<file path="config.mk">
export PLATFORM = sky130hd
export DESIGN_NAME = hazard_ctrl
export DESIGN_NICKNAME = d
export VERILOG_FILES = /design/src/rtl/hazard_ctrl_pkg.sv /design/src/rtl/hazard_ctrl_md_sequencer.sv /design/src/rtl/hazard_ctrl.sv
export SDC_FILE = /design/constraint.sdc
export NUM_CORES = 1
export LEC_CHECK = 0
export CAP_MARGIN = 40
export CORE_ASPECT_RATIO = 1.25
export CORE_MARGIN = 3
export CORE_UTILIZATION = 42
export DETAILED_ROUTE_END_ITERATION = 12
export PLACE_DENSITY = 0.86
export SETUP_SLACK_MARGIN = 0.3
export SYNTH_ARGS = -nofsm -noshare
export SYNTH_HDL_FRONTEND = slang
export SYNTH_SLANG_ARGS = --single-unit
</file>
<file path="constraint.sdc">
create_clock -name clk -period 2.3 [get_ports clk]
set_input_delay 0.345 -clock clk [delete_from_list [all_inputs] [get_ports clk]]
set_output_delay 0.345 -clock clk [all_outputs]
set_load 0.01 [all_outputs]
</file>
<file path="src/rtl/hazard_ctrl_pkg.sv">
// Shared definitions for the hazard controller: forward-select encodings,
// mult/div sequencer states and the default register index width.
package hazard_ctrl_pkg;

    localparam int unsigned REG_BITS = 5;

    // E-stage operand mux selects
    localparam logic [1:0] FWD_REG = 2'b00;
    localparam logic [1:0] FWD_WB  = 2'b01;
    localparam logic [1:0] FWD_MEM = 2'b10;

    typedef enum logic [1:0] {
        MD_IDLE,
        MD_BUSY,
        MD_DONE
    } md_state_t;

    // M-stage match wins over W-stage match
    function automatic logic [1:0] fwd_sel(input logic hit_m, input logic hit_w);
        if (hit_m) begin
            return FWD_MEM;
        end else if (hit_w) begin
            return FWD_WB;
        end
        return FWD_REG;
    endfunction

endpackage

</file>
<file path="src/rtl/hazard_ctrl_md_sequencer.sv">
// Mult/div sequencer: counts the E-stage busy cycles of a MULT/DIV and
// pulses md_done in the cycle the unit latches HI/LO.
module hazard_ctrl_md_sequencer
    import hazard_ctrl_pkg::*;
#(
    parameter int unsigned MUL_CYCLES = 4,
    parameter int unsigned DIV_CYCLES = 32,
    parameter int unsigned CNT_BITS   = 6
) (
    input  logic clk,
    input  logic rst_n,
    input  logic md_start_e,
    input  logic md_is_div_e,
    output logic md_busy,
    output logic md_done
);

    // Counter holds remaining BUSY cycles minus one, so N busy cycles precede DONE
    localparam logic [CNT_BITS-1:0] MulLoad = CNT_BITS'(MUL_CYCLES - 1);
    localparam logic [CNT_BITS-1:0] DivLoad = CNT_BITS'(DIV_CYCLES - 1);

    md_state_t           state_q, state_d;
    logic [CNT_BITS-1:0] cnt_q, cnt_d;

    // State and counter registers
    always_ff @(posedge clk or negedge rst_n) begin
        if (!rst_n) begin
            state_q <= MD_IDLE;
            cnt_q   <= '0;
        end else begin
            state_q <= state_d;
            cnt_q   <= cnt_d;
        end
    end

    // Next state; starts are only accepted in IDLE
    always_comb begin
        state_d = state_q;
        cnt_d   = cnt_q;
        case (state_q)
            MD_IDLE: begin
                if (md_start_e) begin
                    cnt_d   = md_is_div_e ? DivLoad : MulLoad;
                    state_d = MD_BUSY;
                end
            end
            MD_BUSY: begin
                if (cnt_q != '0) begin
                    cnt_d = cnt_q - CNT_BITS'(1);
                end else begin
                    state_d = MD_DONE;
                end
            end
            MD_DONE: state_d = MD_IDLE;
            default: state_d = MD_IDLE;
        endcase
    end

    assign md_busy = (state_q != MD_IDLE);
    assign md_done = (state_q == MD_DONE);

endmodule

</file>
<file path="src/rtl/hazard_ctrl.sv">
// Hazard controller for the 5-stage pipeline: E/D-stage forwarding selects,
// load-use / branch / HI-LO stall and flush, and the mult/div sequencer.
// Optional statistics counters are built when HAZARD_STATS_EN is defined.
module hazard_ctrl
    import hazard_ctrl_pkg::*;
#(
    parameter int unsigned REG_BITS   = hazard_ctrl_pkg::REG_BITS,
    parameter int unsigned MUL_CYCLES = 4,
    parameter int unsigned DIV_CYCLES = 32,
    parameter int unsigned CNT_BITS   = 6
) (
    input  logic                clk,
    input  logic                rst_n,
    input  logic [REG_BITS-1:0] rs_d,
    input  logic [REG_BITS-1:0] rt_d,
    input  logic [REG_BITS-1:0] rs_e,
    input  logic [REG_BITS-1:0] rt_e,
    input  logic [REG_BITS-1:0] write_reg_e,
    input  logic [REG_BITS-1:0] write_reg_m,
    input  logic [REG_BITS-1:0] write_reg_w,
    input  logic                reg_write_e,
    input  logic                reg_write_m,
    input  logic                reg_write_w,
    input  logic                mem_to_reg_e,
    input  logic                mem_to_reg_m,
    input  logic                branch_d,
    input  logic                md_start_e,
    input  logic                md_is_div_e,
    input  logic                hilo_use_d,
    output logic [1:0]          forward_a_e,
    output logic [1:0]          forward_b_e,
    output logic                forward_a_d,
    output logic                forward_b_d,
    output logic                stall_f,
    output logic                stall_d,
    output logic                flush_e,
    output logic                md_busy,
    output logic                md_done
`ifdef HAZARD_STATS_EN
    ,
    output logic [31:0]         stall_cnt,
    output logic [31:0]         fwd_cnt,
    output logic [31:0]         md_cnt
`endif
);

    logic wr_m_live, wr_w_live, wr_e_live, ld_m_live;
    logic lw_stall, br_stall, md_stall, stall;

    // Register 0 is hard-wired, so a write to it never creates a dependency
    assign wr_m_live = reg_write_m && (write_reg_m != '0);
    assign wr_w_live = reg_write_w && (write_reg_w != '0);
    assign wr_e_live = reg_write_e && (write_reg_e != '0);
    assign ld_m_live = mem_to_reg_m && (write_reg_m != '0);

    // Forwarding selects and stall conditions
    always_comb begin
        forward_a_e = fwd_sel(wr_m_live && (write_reg_m == rs_e),
                              wr_w_live && (write_reg_w == rs_e));
        forward_b_e = fwd_sel(wr_m_live && (write_reg_m == rt_e),
                              wr_w_live && (write_reg_w == rt_e));
        forward_a_d = wr_m_live && (write_reg_m == rs_d);
        forward_b_d = wr_m_live && (write_reg_m == rt_d);

        lw_stall = mem_to_reg_e && (write_reg_e != '0) &&
                   ((write_reg_e == rs_d) || (write_reg_e == rt_d));
        br_stall = branch_d &&
                   ((wr_e_live && ((write_reg_e == rs_d) || (write_reg_e == rt_d))) ||
                    (ld_m_live && ((write_reg_m == rs_d) || (write_reg_m == rt_d))));
        md_stall = hilo_use_d && md_busy;
        stall    = lw_stall || br_stall || md_stall;
    end

    assign stall_f = stall;
    assign stall_d = stall;
    assign flush_e = stall;

    hazard_ctrl_md_sequencer #(
        .MUL_CYCLES (MUL_CYCLES),
        .DIV_CYCLES (DIV_CYCLES),
        .CNT_BITS   (CNT_BITS)
    ) u_md_seq (
        .clk         (clk),
        .rst_n       (rst_n),
        .md_start_e  (md_start_e),
        .md_is_div_e (md_is_div_e),
        .md_busy     (md_busy),
        .md_done     (md_done)
    );

`ifdef HAZARD_STATS_EN
    // Saturating event counters
    always_ff @(posedge clk or negedge rst_n) begin
        if (!rst_n) begin
            stall_cnt <= '0;
            fwd_cnt   <= '0;
            md_cnt    <= '0;
        end else begin
            if (stall && (stall_cnt != '1)) begin
                stall_cnt <= stall_cnt + 32'd1;
            end
            if (((forward_a_e != FWD_REG) || (forward_b_e != FWD_REG)) && (fwd_cnt != '1)) begin
                fwd_cnt <= fwd_cnt + 32'd1;
            end
            if (md_done && (md_cnt != '1)) begin
                md_cnt <= md_cnt + 32'd1;
            end
        end
    end
`endif

endmodule

</file>
==> run metrics, run 1 <==
status completed; ranking of synthesized cells by area xor2_1 19%, dfrtp_1 19%, xnor2_1 14%, buf_4 4.3%, a21oi_1 3.8%; largest net degree at the start of global routing 10; Clock Root Buffer clkbuf_4; reg2reg end u_md_seq.cnt_q[3]$_DFFE_PN0P_; crit path capture type output pin; vias in the first global route 1390; synthesized flop and latch total 8; RSZ-0062 raised after global routing true; DP HPWL 3.230 mm; Die ar. 3126 sq um; Detailed Routing Iterations Pass 1 4; Detail Route Antenna Nets 0; Max-slew headroom 74.63%; Final Hold Viols 0; critical path class input port to output pin; top-count cell post-synth xor2_1; ys async rst share 100.0%; FF+latch area 200.2 sq um; Reg clk slew, reported paths 0.05 ns; area occupied by multi-input gates 950.9 sq um; design area 1854 sq um; Post-Syn Area per Cell 7.915 sq um; # setup viols final 0; first-pass GRT wire length 6.065 mm; Remaining Overflow, GRT 0; gp weighted congestion 0.8250; Initial DRC Count 51; share of the synthesized area in the top cell type 19.28%; IO Count 57; Pleak 0.8795 nW; Final min period 1.985 ns; Post-Synthesis Cells 132; critical path arrival 1.64 ns; top_reg_cell synth dfrtp_1; VDD IR max 594.6 uV; Post-Syn Area 1045 sq um; floorplan row count 19; CTS Buf Count 3; placed cell count 232; Die X 50.61 um; fin worst setup slack 0.3147 ns; layout cell share with drive strength beyond 1 37.56%; Worst-Margin Slew 0.3776 ns; Ant. Diodes 0; hold_ws 0.3675 ns; Worst setup SP type input port; Post-Layout Cell Count 236; GRT Util Overall 25.72%; # fillers 134; DRC viols 0; Nets 255; final worst path period share 86.32%; Fmax 503.7 MHz; input/output buffers 56; htree depth 1; drt total wl 4.235 mm; yosys synthesis warning count 0; HP Class input port to asynchronous set/reset pin; Final Skew 0.002137 ns; Post-synth EDFFs 0; Fin Setup TNS 0 ns; die height 61.76 um; top post-synthesis cells by count 23 x xor2_1, 17 x xnor2_1, 8 x a21oi_1, 8 x dfrtp_1, 8 x nand2_1; Post-CTS Hold Buffers 0; starting density of the core 45.78%; Seq/Total Area, Yosys 19.16%; CTS sink cnt 8; Placed Area 1747 sq um; r2r startpoint u_md_seq.cnt_q[0]$_DFFE_PN0P_; power per cell area 555.3 nW/um^2; CTS tree done; Clk Latency, worst-skew pair 0.26 ns; Distinct cells, synth 30; clk buf depth 2; wire per inst 17.94 um; max-cap violation count 0; flop2flop setup slack 0.74 ns; Reg2Reg Depth 6; Via density 5.462; Yosys top cell by area xor2_1; worst-path fanout max 3; core area 2282 sq um; Syn-to-layout area delta 77.49%; Vias 1289; Place WS -0.4810 ns; net count after synthesis 180; Worst EP required 1.96 ns; Slew Viols, Final 0; initial antenna violation count 0
==> placed cells by master, fill, tap and decap left out, types with 2 or more instances in the layout <==
cell             count
xor2_1              22
buf_4               20
dlygate4sd2_1       15
buf_2               14
clkdlybuf4s50_1     10
xnor2_1              9
xnor2_2              8
a21oi_1              8
dfrtp_1              8
clkbuf_2             7
inv_1                6
nand2_1              6
nand3_1              5
nor2_1               5
o21ai_0              5
clkdlybuf4s15_1      5
nor3_2               4
nor2b_1              3
clkbuf_4             3
dlymetal6s2s_1       3
nor4_2               2
or4_4                2
or4_1                2
nor4_4               2
a21o_1               2
and3_1               2
nor3_1               2
a22oi_1              2
ha_1                 2
clkdlybuf4s15_2      2
buf_6                2
==> final cells by class <==
class | instances | share of cell area [%]
well taps | 31 | 2.092
flip-flops and latches | 8 | 10.80
clock buffers | 3 | 1.215
repair buffers | 78 | 33.40
inverters | 6 | 1.215
multi-input cells | 110 | 51.28
==> cells by family after synthesis <==
kind of cell | Yosys count | share of synthesized area [%]
fa+ha+maj | 2 | 2.395
simple gates | 44 | 23.23
flops | 8 | 19.16
buf+inv | 14 | 7.425
xor+xnor | 40 | 33.53
compound gates | 24 | 14.25
==> report_power, final <==
group	switching, W	internal, W
Sequential	0.0000526	0.000207
Combinational	0.000356	0.000303
Clock	0.0000512	0.0000599
==> critical path: stages <==
cell	delay, ns
dlygate4sd2_1	0.28
xor2_1	0.17
nor3_2	0.23
a31oi_2	0.14
o311ai_4	0.29
buf_2	0.18
==> metal layers <==
layer	global-route usage, %	vias to the layer above	routed length (um)
met3	6.444	10	436
met1	27.33	590	1597
li1	-	608	-
met2	46.83	81	2114
met5	0	-	0
met4	15.00	0	87
==> through the flow <==
stage | utilization, % | total power, W
finish | 81.25 | 0.001030
global placement | 76.54 | 0.0008442
global route | 81.25 | 0.001106
detailed placement | 76.54 | 0.0008956
floorplan | - | 0.0006358
CTS | 76.70 | 0.0009889
==> worst max path at each step <==
stage                          end  cells past startpoint      startpoint
global route        forward_b_e[1]                      7  write_reg_m[3]
finish                     stall_d                      6  write_reg_e[0]
floorplan                  stall_d                      6         rs_d[4]
detailed placement         flush_e                      7  write_reg_m[1]
CTS                        flush_e                      7  write_reg_m[1]
global placement           flush_e                      7         rs_d[4]
==> repair_timing <==
action	CTS	global route
endpoints found under the setup margin	9	8
setup buffers	1	0
pin swaps	17	21
gates resized for setup	99	45
==> flip-flops by register name, summed over array words and instances, names as in the netlist <==
name and cells:
u_md_seq.cnt_q 6, u_md_seq.state_q 2
(Power assumes the default switching activity.)
==> run 2: changes to the inputs <==
--- a/config.mk
+++ b/config.mk
@@ -12,6 +12,7 @@
 export DETAILED_ROUTE_END_ITERATION = 12
 export PLACE_DENSITY = 0.86
 export SETUP_SLACK_MARGIN = 0.3
+export SLEW_MARGIN = 25
 export SYNTH_ARGS = -nofsm -noshare
 export SYNTH_HDL_FRONTEND = slang
 export SYNTH_SLANG_ARGS = --single-unit
==> results of run 2 <==
The final DEF is identical to that of run 1; final timing and power are the same.
==> run 3: changes to the inputs <==
--- a/config.mk
+++ b/config.mk
@@ -5,11 +5,12 @@
 export SDC_FILE = /design/constraint.sdc
 export NUM_CORES = 1
 export LEC_CHECK = 0
-export CAP_MARGIN = 40
+export CAP_MARGIN = 5
 export CORE_ASPECT_RATIO = 1.25
 export CORE_MARGIN = 3
 export CORE_UTILIZATION = 42
 export DETAILED_ROUTE_END_ITERATION = 12
+export GPL_TIMING_DRIVEN = 1
 export PLACE_DENSITY = 0.86
 export SETUP_SLACK_MARGIN = 0.3
 export SLEW_MARGIN = 25
==> results of run 3 <==
The final DEF is identical to that of run 1; final timing and power are the same.
